**config.mk**
```make
export PLATFORM = sky130hd
export DESIGN_NAME = dekker_mutex_arbiter
export DESIGN_NICKNAME = d
export VERILOG_FILES = /design/src/rtl/dekker_arb_pkg.sv /design/src/rtl/dekker_wait_ctr.sv /design/src/rtl/dekker_mutex_arbiter.sv
export SDC_FILE = /design/constraint.sdc
export NUM_CORES = 1
export LEC_CHECK = 0
export CORE_MARGIN = 2
export CORE_UTILIZATION = 25
export CTS_BUF_LIST = sky130_fd_sc_hd__clkbuf_4
export DETAILED_ROUTE_END_ITERATION = 10
export PLACE_DENSITY = 0.41
export SYNTH_ARGS = -nofsm -noshare
export SYNTH_HDL_FRONTEND = slang
export SYNTH_SLANG_ARGS = --single-unit
```
**constraint.sdc**
```tcl
create_clock -name clock -period 2.3 [get_ports clock]
set_input_delay 0.345 -clock clock [delete_from_list [all_inputs] [get_ports clock]]
set_output_delay 0.345 -clock clock [all_outputs]
set_load 0.005 [all_outputs]
```
**src/rtl/dekker_arb_pkg.sv**
```systemverilog
// dekker_arb_pkg: shared state encoding, client indices and defaults for the Dekker arbiter.
package dekker_arb_pkg;
  typedef enum logic [1:0] {FREE = 2'd0, OWN0 = 2'd1, OWN1 = 2'd2, GAP = 2'd3} state_e;
  localparam int C0 = 0;
  localparam int C1 = 1;
  localparam int GAP_CYCLES_DEF = 2;
  localparam int STARVE_LIMIT_DEF = 12;
  localparam int CNT_W_DEF = 8;
  localparam int WAIT_W_DEF = 4;
  function automatic int sat_max(input int w);
    return (1 << w) - 1;
  endfunction
endpackage

```
**src/rtl/dekker_wait_ctr.sv**
```systemverilog
// dekker_wait_ctr: saturating per-client wait counter with a sticky starvation flag.
module dekker_wait_ctr
  import dekker_arb_pkg::*;
#(
  parameter int WAIT_W = WAIT_W_DEF,
  parameter int STARVE_LIMIT = STARVE_LIMIT_DEF
) (
  input  logic clock,
  input  logic reset,
  input  logic waiting,
  input  logic clear,
  output logic starve
);
  logic [WAIT_W-1:0] wait_q, wait_d;
  logic starve_q, starve_d;
  always_comb begin
    wait_d = clear ? '0
           : (waiting && wait_q != WAIT_W'(sat_max(WAIT_W))) ? wait_q + WAIT_W'(1)
           : wait_q;
    starve_d = starve_q | (wait_d >= WAIT_W'(STARVE_LIMIT));
  end
  always_ff @(posedge clock or posedge reset)
    if (reset) begin
      wait_q <= '0;
      starve_q <= 1'b0;
    end else begin
      wait_q <= wait_d;
      starve_q <= starve_d;
    end
  assign starve = starve_q;
endmodule

```
**src/rtl/dekker_mutex_arbiter.sv**
```systemverilog
// dekker_mutex_arbiter: two-client four-phase req/gnt mutex; contention alternates via a turn
// register updated only on release, with an optional idle gap after each release.
module dekker_mutex_arbiter
  import dekker_arb_pkg::*;
#(
  parameter int GAP_CYCLES = GAP_CYCLES_DEF,
  parameter int STARVE_LIMIT = STARVE_LIMIT_DEF,
  parameter int CNT_W = CNT_W_DEF,
  parameter int WAIT_W = WAIT_W_DEF
) (
  input  logic             clock,
  input  logic             reset,
  input  logic [1:0]       req,
  output logic [1:0]       gnt,
  output logic             busy,
  output logic             turn,
  output logic [CNT_W-1:0] grant_cnt0,
  output logic [CNT_W-1:0] grant_cnt1,
  output logic [1:0]       starve,
  output logic             mutex_err
);
  localparam int GAP_W = GAP_CYCLES > 1 ? $clog2(GAP_CYCLES) : 1;
  localparam logic [GAP_W-1:0] GAP_INIT = GAP_W'(GAP_CYCLES > 0 ? GAP_CYCLES - 1 : 0);
  localparam logic [CNT_W-1:0] CNT_SAT = CNT_W'(sat_max(CNT_W));
  state_e state_q, state_d;
  logic [1:0] gnt_q, gnt_d, grant_now;
  logic turn_q, turn_d, pick, mutex_err_q, mutex_err_d;
  logic [GAP_W-1:0] gap_q, gap_d;
  logic [CNT_W-1:0] cnt0_q, cnt0_d, cnt1_q, cnt1_d;
  // Lone requester wins outright; turn only breaks ties.
  assign pick = (req == 2'b11) ? turn_q : req[C1];
  always_comb begin
    state_d = state_q;
    gnt_d = gnt_q;
    turn_d = turn_q;
    gap_d = gap_q;
    grant_now = 2'b00;
    case (state_q)
      FREE: if (req != 2'b00) begin
        state_d = pick ? OWN1 : OWN0;
        gnt_d = pick ? 2'b10 : 2'b01;
        grant_now = gnt_d;
      end
      OWN0: if (!req[C0]) begin
        gnt_d = 2'b00;
        turn_d = 1'b1;
        state_d = GAP_CYCLES > 0 ? GAP : FREE;
        gap_d = GAP_INIT;
      end
      OWN1: if (!req[C1]) begin
        gnt_d = 2'b00;
        turn_d = 1'b0;
        state_d = GAP_CYCLES > 0 ? GAP : FREE;
        gap_d = GAP_INIT;
      end
      GAP: begin
        gnt_d = 2'b00;
        state_d = gap_q == '0 ? FREE : GAP;
        gap_d = gap_q == '0 ? gap_q : gap_q - GAP_W'(1);
      end
    endcase
    cnt0_d = (grant_now[C0] && cnt0_q != CNT_SAT) ? cnt0_q + CNT_W'(1) : cnt0_q;
    cnt1_d = (grant_now[C1] && cnt1_q != CNT_SAT) ? cnt1_q + CNT_W'(1) : cnt1_q;
    mutex_err_d = mutex_err_q | (gnt_q[C0] & gnt_q[C1]);
  end
  always_ff @(posedge clock or posedge reset)
    if (reset) begin
      state_q <= FREE;
      gnt_q <= 2'b00;
      turn_q <= 1'b0;
      gap_q <= '0;
      cnt0_q <= '0;
      cnt1_q <= '0;
      mutex_err_q <= 1'b0;
    end else begin
      state_q <= state_d;
      gnt_q <= gnt_d;
      turn_q <= turn_d;
      gap_q <= gap_d;
      cnt0_q <= cnt0_d;
      cnt1_q <= cnt1_d;
      mutex_err_q <= mutex_err_d;
    end
  // The edge that grants also restarts that client's wait count.
  for (genvar i = 0; i < 2; i++) begin : g_wait
    dekker_wait_ctr #(.WAIT_W(WAIT_W), .STARVE_LIMIT(STARVE_LIMIT)) u_wait (
      .clock(clock),
      .reset(reset),
      .waiting(req[i] & ~gnt_q[i]),
      .clear(~req[i] | gnt_q[i] | grant_now[i]),
      .starve(starve[i])
    );
  end
  assign gnt = gnt_q;
  assign busy = state_q != FREE;
  assign turn = turn_q;
  assign grant_cnt0 = cnt0_q;
  assign grant_cnt1 = cnt1_q;
  assign mutex_err = mutex_err_q;
endmodule

```
After elaboration in Yosys (flattened, before gate mapping)
Index checks and enable logic that the tools add are counted.
{"block": "word_totals", "regBits": 33, "latch_bits": 0, "ramBits": 0, "mem_bits_ro": 0, "inputBits": 4, "output_inout_bits": 23, "word_cells": 77, "mem_count": 0}
{"block": "op_classes", "n_addsub": 5, "multipliers": 0, "div_mod_pow": 0, "order_cmp": 2, "eq_ne": 11, "n_shift": 0, "n_mux": 22, "bitwise": 14, "n_reduce_logical": 12}
{"operator": "2-to-1 mux 2 bit", "n": 9}
{"operator": "adder 8 x 1 -> 8 bit (second input constant)", "n": 2}
{"operator": "2-to-1 mux 4 bit", "n": 4}
{"operator": "!= test 8 bit (second input constant)", "n": 2}
{"operator": "one-hot mux 2 bit (4 select lines)", "n": 2}
{"operator": "AND reduction 3 bit", "n": 3}
{"operator": "adder 4 x 1 -> 4 bit (second input constant)", "n": 2}
{"operator": "greater-or-equal comparator 4 bit (second input constant)", "n": 2}
{"operator": "!= test 4 bit (second input constant)", "n": 2}
{"operator": "OR 1 bit", "n": 7}
{"operator": "equality test 2 bit (second input constant)", "n": 3}
{"operator": "!= test 2 bit (second input constant)", "n": 3}
{"operator": "nonzero test 2 bit", "n": 3}
{"operator": "2-to-1 mux 1 bit", "n": 5}
{"operator": "logical AND 1 bit", "n": 4}
{"operator": "inverter 1 bit", "n": 4}
{"operator": "AND 1 bit", "n": 3}
{"operator": "one-hot mux 1 bit (3 select lines)", "n": 1}
{"operator": "nonzero test 3 bit", "n": 1}
{"operator": "equality test 2 x 1 -> 1 bit (second input constant)", "n": 1}
{"operator": "zero test 2 bit", "n": 1}
{"operator": "one-hot mux 1 bit (2 select lines)", "n": 1}
{"operator": "subtractor 1 bit (second input constant)", "n": 1}

Longest topological paths before layout
Gate-level depths: netlist of the first run.
{"block": "logic_depth", "word_depth": 9, "mapped_depth": 6, "ltp_nobuf": 6}

Modules after synthesis
A second synthesis of the first run with hierarchy kept.
{"block": "hier_totals", "cells_unflattened": 168, "area_unflattened_um2": 1737.9}
{"module": "dekker_mutex_arbiter", "instances": 1, "cells_per_inst": 120, "area_per_inst_um2": 1239.9, "seq_area_each_um2": 575.6}
{"module": "dekker_wait_ctr", "instances": 2, "cells_per_inst": 24, "area_per_inst_um2": 249.0, "seq_area_each_um2": 125.1}

Worst setup path before layout of the first run
No wires, ideal clock.
{"block": "synth_timing", "path_kind": "register to register", "startpoint": "register state_q[0]", "endpoint": "register cnt0_q[1], in the netlist grant_cnt0[1]", "setup_time_ns": 0.125, "t_arrival_ns": 1.519, "t_required_ns": 2.175, "setup_slack_ns": 0.656, "path_stages_with_launch": 7, "n_path_buf": 0, "period_less_slack_ns": 1.644, "cell_sequence": "dfrtp_1 > inv_1 > ha_1 > nand2_1 > a21oi_1 > and2_4 > mux2_4"}
{"block": "synth_via", "elab_chain_len": 3}
{"element": "from (decl)", "line": "dekker_mutex_arbiter.sv:25", "rtl": "state_e state_q, state_d;"}
{"element": "from (signal assigned)", "line": "dekker_mutex_arbiter.sv:76", "rtl": "state_q <= state_d;"}
{"element": "zero test 2 bit", "line": "dekker_mutex_arbiter.sv:38", "rtl": "case (state_q)"}
{"element": "2-to-1 mux 2 bit", "line": "dekker_mutex_arbiter.sv:38"}
{"element": "logical AND 1 bit", "line": "dekker_mutex_arbiter.sv:62", "rtl": "cnt0_d = (grant_now[C0] && cnt0_q != CNT_SAT) ? cnt0_q + CNT_W'(1) : cnt0_q;"}
{"element": "to (signal assigned)", "line": "dekker_mutex_arbiter.sv:80", "rtl": "cnt0_q <= cnt0_d;"}
{"element": "to (decl)", "line": "dekker_mutex_arbiter.sv:29", "rtl": "logic [CNT_W-1:0] cnt0_q, cnt0_d, cnt1_q, cnt1_d;"}
Every way passes these cells.
A chain may end at the register's enable or synchronous reset.

Final worst setup path of the first run
{"block": "layout_timing", "startpoint": "register state_q[0]", "endpoint": "output busy"}
{"block": "layout_via", "elab_chain_len": 1}
{"element": "nonzero test 2 bit", "line": "dekker_mutex_arbiter.sv:95", "rtl": "assign busy = state_q != FREE;"}
{"element": "to (decl)", "line": "dekker_mutex_arbiter.sv:15", "rtl": "output logic busy,"}
Every way passes these cells.

==> out/qor.yml, run 1 <==
via_count: 1372
r2r_cells: 6
die_w_um: 87.9
htreeDepth: 2
timing.rr.start: "state_q[0]"
drtAntennaViolNets: 0
num_antenna_cells: 0
cts.clk_slew.worst_paths_ns: 0.10
final_cell_mix: "33 x dfrtp_1, 26 x clkdlybuf4s50_1, 16 x nand2_1, 14 x nand3_1, 10 x nor2_1"
layout-drive-gt1-share_pct: 11.4
status: "completed"
finalSetupTns_ns: 0
wl_met2_um: 1700
initial_utilization_pct: 25.9
place_hpwl_um: 2720
port_buffers: 26
ys_seq_elements: 33
drc: 0
grt_pass1_wl_um: 6310
fp-row-count: 30
nFillCells: 701
p_leak_nw: 0.904
core-area_um2: 6790
crit_fanout: 6
nNetsFinal: 214
max-slew-margin-rel_pct: 70.7
synth_compound_area_share_pct: 10.5
cts_resized: 0
die_h_um: 87.9
highest_layer: "met4"
drt_iter0_markers: 46
synth_top_family_by_area: "simple AND/OR/NAND/NOR gates"
synthesis.nets: 182
worst_pin_slew_ns: 0.440
setup_viol: 0
first_pass_iters: 4
routed_wl_um: 3740
power_density_nw_per_um2: 989
grt_start_max_net_pins: 34
grt_pass1_vias: 1370
cts-root-buf: "clkbuf_4"
slew_violations: 0
fin_crit_sh_pct: 91.4
avgSynthCellArea_um2: 10.4
finClkSkew_ns: 0.0103
antenna_found_initial: 0
num_io_pins: 27
cap_violations: 0
final_common_cell: "dfrtp_1"
critical_path_required_ns: 1.96
synth.distinct_cells: 38
numCtsBuffers: 5
hold_violations: 0
area_growth_pct: 24.0
cts_buffer_depth: 2
reg2reg_slack_ns: 0.36
ir_worst_vdd_mv: 0.372
reg2reg_to: "grant_cnt0[1]"
end_kind: "output pin"
synth_cells: 169
cts_setup_buffers: 0
die_area_um2: 7720
syn_area_um2: 1760
cp.arrival_ns: 1.76
final_core_util_pct: 32.1
synth_xor_xnor_area_share_pct: 3.98
wl_per_cell_um: 12.6
start_kind: "flop"
synth-seq-area-share_pct: 46.9
rsz0062_at_grt: "no"
post-route-min-period_ns: 2.10
wl_met3_um: 140
worstSkewPairLatency_ns: 0.33
grtUsageTotal_pct: 10.6
overflow: 0
path_class: "flop to output pin"
viasPerCell: 4.62
hp-class: "primary input to async pin"
synth_fa_ha_area_share_pct: 6.40
place_congestion: 0.857
hold_buffers: 0
clock.fmax_mhz: 476
synth.area.mux_share_pct: 6.76
met1_length_um: 1840
yosys.area_share.simple_pct: 23.1
cts.sinks: 33
yosysWarnings: 0
cts_tree: "built"
final cells by class:
cell class              instances  area, µm²  share of cell area, %
clock buffers                   6       45.0                   2.07
clock inverters                 1       3.75                  0.172
inverters                       5       18.8                  0.861
multi-input cells             128        892                   40.9
flip-flops and latches         33        826                   37.9
well taps                      96        120                   5.51
repair buffers                 28        275                   12.6
power by group:
| group | internal [mW] | switching [mW] |
|---|---|---|
| logic | 0.495 | 0.409 |
| registers | 0.744 | 0.197 |
| clock network | 0.123 | 0.189 |
| total | 1.36 | 0.795 |
sequential cells by signal, summed over array words and instances, names as in the netlist:
register / count
grant_cnt1: 8
gnt: 2
grant_cnt0: 8
g_wait.u_wait.starve: 2
mutex_err: 1
state_q: 2
turn: 1
g_wait.u_wait.wait_q: 8
gap_q: 1
metrics by stage:
stage	worst slack, ns	total power [mW]	std cells	instance area [µm²]	hold slack (ns)
finish	0.198	2.16	297	2180	0.403
detailed placement	0.257	1.87	290	2130	0.445
CTS	0.171	2.20	297	2180	0.408
global placement	0.285	1.86	290	2130	0.439
global route	0.0612	2.35	297	2180	0.482
floorplan	0.656	1.46	169	1760	0.444
worst max-delay path by stage:
stage                     from       endpoint  slack [ns]  depth (start not counted)
floorplan           state_q[0]  grant_cnt0[1]        0.66                          6
global placement        req[0]  grant_cnt0[1]        0.29                          5
detailed placement      req[0]  grant_cnt0[1]        0.26                          5
CTS                 state_q[0]           busy        0.17                          4
global route        state_q[0]           busy        0.06                          4
finish              state_q[0]           busy        0.20                          4
critical path: stages (launching register included):
cell and delay, ns:
dfrtp_1 0.42, inv_1 0.13, ha_1 0.32, inv_1 0.09, clkdlybuf4s50_1 0.47
per-layer routing:
metal | vias up | track usage [%]
met3 | 5 | 2.92
met2 | 28 | 16.3
li1 | 671 | -
met1 | 668 | 14.4
met4 | 0 | 3.78
met5 | - | 0
Yosys cell counts (all sizes together):
master / number / share of area (%)
o21ai: 3 / 0.85
a22o: 1 / 0.50
nor3b: 2 / 1.4
a21boi: 1 / 0.43
nor2b: 3 / 1.1
dfrtp: 33 / 47
nand2: 17 / 3.8
nand2b: 4 / 1.4
inv: 5 / 1.1
buf: 3 / 1.3
nand3: 14 / 4.0
and4: 2 / 1.0
and2b: 2 / 1.0
a22oi: 2 / 0.85
a211oi: 1 / 0.43
mux2: 9 / 6.2
o21bai: 4 / 1.7
a31oi: 4 / 1.4
o21a: 1 / 0.43
nand3b: 2 / 0.85
xnor2: 6 / 3.0
a21o: 1 / 0.43
mux2i: 1 / 0.57
nor3: 5 / 2.1
o22ai: 1 / 0.36
and2: 1 / 0.50
xor2: 2 / 1.0
nor4b: 1 / 0.50
ha: 9 / 6.4
a21oi: 9 / 2.6
nor2: 10 / 2.1
nor4bb: 1 / 0.57
a41oi: 1 / 0.50
nand4: 8 / 2.8
cells by family (layout without fill, tap and decap cells):
logic type                 Yosys count  in the layout
AOI/OAI and AO/OA                   29             29
adders and majority gates            9              9
buffers and inverters                8             40
DFF                                 33             33
and+or+nand+nor                     72             72
muxes                               10             10
xor gates and xnor gates             8              8
No activity file was read; power rests on OpenSTA's default activity.
==> inputs of run 2 (changes only) <==
--- a/config.mk
+++ b/config.mk
@@ -5,10 +5,12 @@
 export SDC_FILE = /design/constraint.sdc
 export NUM_CORES = 1
 export LEC_CHECK = 0
+export CORE_ASPECT_RATIO = 1.5
 export CORE_MARGIN = 2
 export CORE_UTILIZATION = 25
 export CTS_BUF_LIST = sky130_fd_sc_hd__clkbuf_4
 export DETAILED_ROUTE_END_ITERATION = 10
+export MAX_ROUTING_LAYER = met4
 export PLACE_DENSITY = 0.41
 export SYNTH_ARGS = -nofsm -noshare
 export SYNTH_HDL_FRONTEND = slang
==> out/qor.yml, run 2 (synthesis gave the netlist of run 1 again) <==
drc: 0  # unchanged
cap_violations: 0  # unchanged
path_class: "flop to output pin"  # unchanged
worst_pin_slew_ns: 0.434  # was 0.440 ns
reg2reg_slack_ns: 0.37  # was 0.36 ns
end_kind: "output pin"  # unchanged
cts_tree: "built"  # unchanged
cts_setup_buffers: 0  # unchanged
hold_violations: 0  # unchanged
core-area_um2: 6850  # was 6790 µm²
clock.fmax_mhz: 476  # about the same
start_kind: "flop"  # unchanged
cp.arrival_ns: 1.76  # about the same
slowest_delay_ns: 0.45  # was 0.47 ns
cp.depth: 4  # unchanged
overflow: 0  # unchanged
area_growth_pct: 22.7  # was 24.0%
drt_iter0_markers: 26  # was 46
drtAntennaViolNets: 0  # unchanged
htreeDepth: 2  # unchanged
hold_buffers: 0  # unchanged
cts_buffer_depth: 2  # unchanged
grt_pass1_wl_um: 7030  # was 6310 µm
crit_chain: "inv_1, ha_1, inv_1, clkdlybuf4s50_1"  # unchanged
rsz0062_at_grt: "no"  # unchanged
first_pass_iters: 4  # unchanged
place_congestion: 0.796  # was 0.857
place_inst: 272  # was 290
crit_fanout: 6  # unchanged
place_hpwl_um: 3100  # was 2720 µm
slew_violations: 0  # unchanged
final_cell_mix: "33 x dfrtp_1, 26 x clkdlybuf4s50_1, 16 x nand2_1, 14 x nand3_1, 10 x nor2_1"  # unchanged
die_area_um2: 7740  # was 7720 µm²
die_w_um: 72.5  # was 87.9 µm
finalSetupTns_ns: 0  # unchanged
cts_resized: 0  # unchanged
post-route-min-period_ns: 2.10  # about the same
via_count: 1408  # was 1372
ir_worst_vdd_mv: 0.357  # was 0.372 mV
timing.rr.start: "state_q[1]"  # was state_q[0]
hp-class: "primary input to async pin"  # unchanged
antenna_found_initial: 0  # unchanged
initial_utilization_pct: 25.7  # was 25.9%
power_density_nw_per_um2: 1010  # was 989 nW/µm²
r2r_cells: 6  # unchanged
grt_start_max_net_pins: 34  # unchanged
wl_per_cell_um: 14.6  # was 12.6 µm
fin_crit_sh_pct: 91.4  # about the same
die_h_um: 107  # was 87.9 µm
worstSkewPairLatency_ns: 0.33  # about the same
slowest_stage: "clkdlybuf4s50_1"  # unchanged
nNetsFinal: 214  # unchanged
numCtsBuffers: 5  # unchanged
final_core_util_pct: 31.5  # was 32.1%
num_antenna_cells: 0  # unchanged
stdcell_count: 279  # was 297
fp-row-count: 37  # was 30
nFillCells: 725  # was 701
p_leak_nw: 0.904  # unchanged
cts-root-buf: "clkbuf_4"  # unchanged
finClkSkew_ns: 0.0137  # was 0.0103 ns
status: "completed"  # unchanged
port_buffers: 26  # unchanged
critical_path_required_ns: 1.96  # about the same
grtUsageTotal_pct: 12.0  # was 10.6%
num_io_pins: 27  # unchanged
grt_pass1_vias: 1524  # was 1370
critPathLaunch: "state_q[1]"  # was state_q[0]
routed_wl_um: 4080  # was 3740 µm
crit_family: "buffers and inverters"  # unchanged
cts.clk_slew.worst_paths_ns: 0.10  # about the same
final_common_cell: "dfrtp_1"  # unchanged
setup_viol: 0  # unchanged
viasPerCell: 5.05  # was 4.62
crit_path_frequent_cell: "inv_1"  # unchanged
power_mw: 2.18  # was 2.16 mW
cts.sinks: 33  # unchanged
layout-drive-gt1-share_pct: 11.4  # unchanged
critPathBufInv: 3  # unchanged
max-slew-margin-rel_pct: 71.1  # was 70.7%
## run 2: cell counts in the layout (fill, tap and decap cells not counted)
No cell type changed its count.
## run 2: cell type report
cell class              count  area, µm²  area share [%]
well taps                  78       97.6            4.52
flip-flops and latches     33        826            38.3
inverters                   5       18.8           0.870
clock buffers               6       45.0            2.09
multi-input cells         128        892            41.3
repair buffers             28        275            12.8
clock inverters             1       3.75           0.174
## run 2: power breakdown
group	total, mW	leakage, nW	internal [mW]	switching, mW
registers	0.948	0.428	0.744	0.204
logic	0.923	0.447	0.498	0.424
clock network	0.311	0.0292	0.123	0.188
## run 2: metal layers
metal | up-vias | global-route usage [%] | part of all wire, % | wire [µm]
met5 | - | - | 0 | 0
met4 | 0 | 5.95 | 1.8 | 75
met3 | 6 | 2.26 | 2.4 | 100
met2 | 25 | 21.6 | 56 | 2290
met1 | 707 | 12.2 | 40 | 1620
li1 | 670 | - | - | -
## run 2: final timing paths
path / to
worst max-delay path: busy
worst min-delay path: gnt[1]
worst max register to register: grant_cnt0[1]
worst min register to register: mutex_err
max in group asynchronous: grant_cnt0[5]
min in group clock: mutex_err
## run 2: metrics by stage
step	instance area, µm²	setup slack, ns	hold slack [ns]
detailed placement	2110	0.286	0.448
global route	2160	0.0604	0.446
floorplan	1760	0.656	0.444
CTS	2160	0.159	0.414
global placement	2110	0.281	0.440
finish	2160	0.198	0.405
## run 2: tightest hold or removal path, cell delays in order
cell	delay (ns)
clkdlybuf4s50_1	0.40
inv_1	0.05
buf_4	0.38
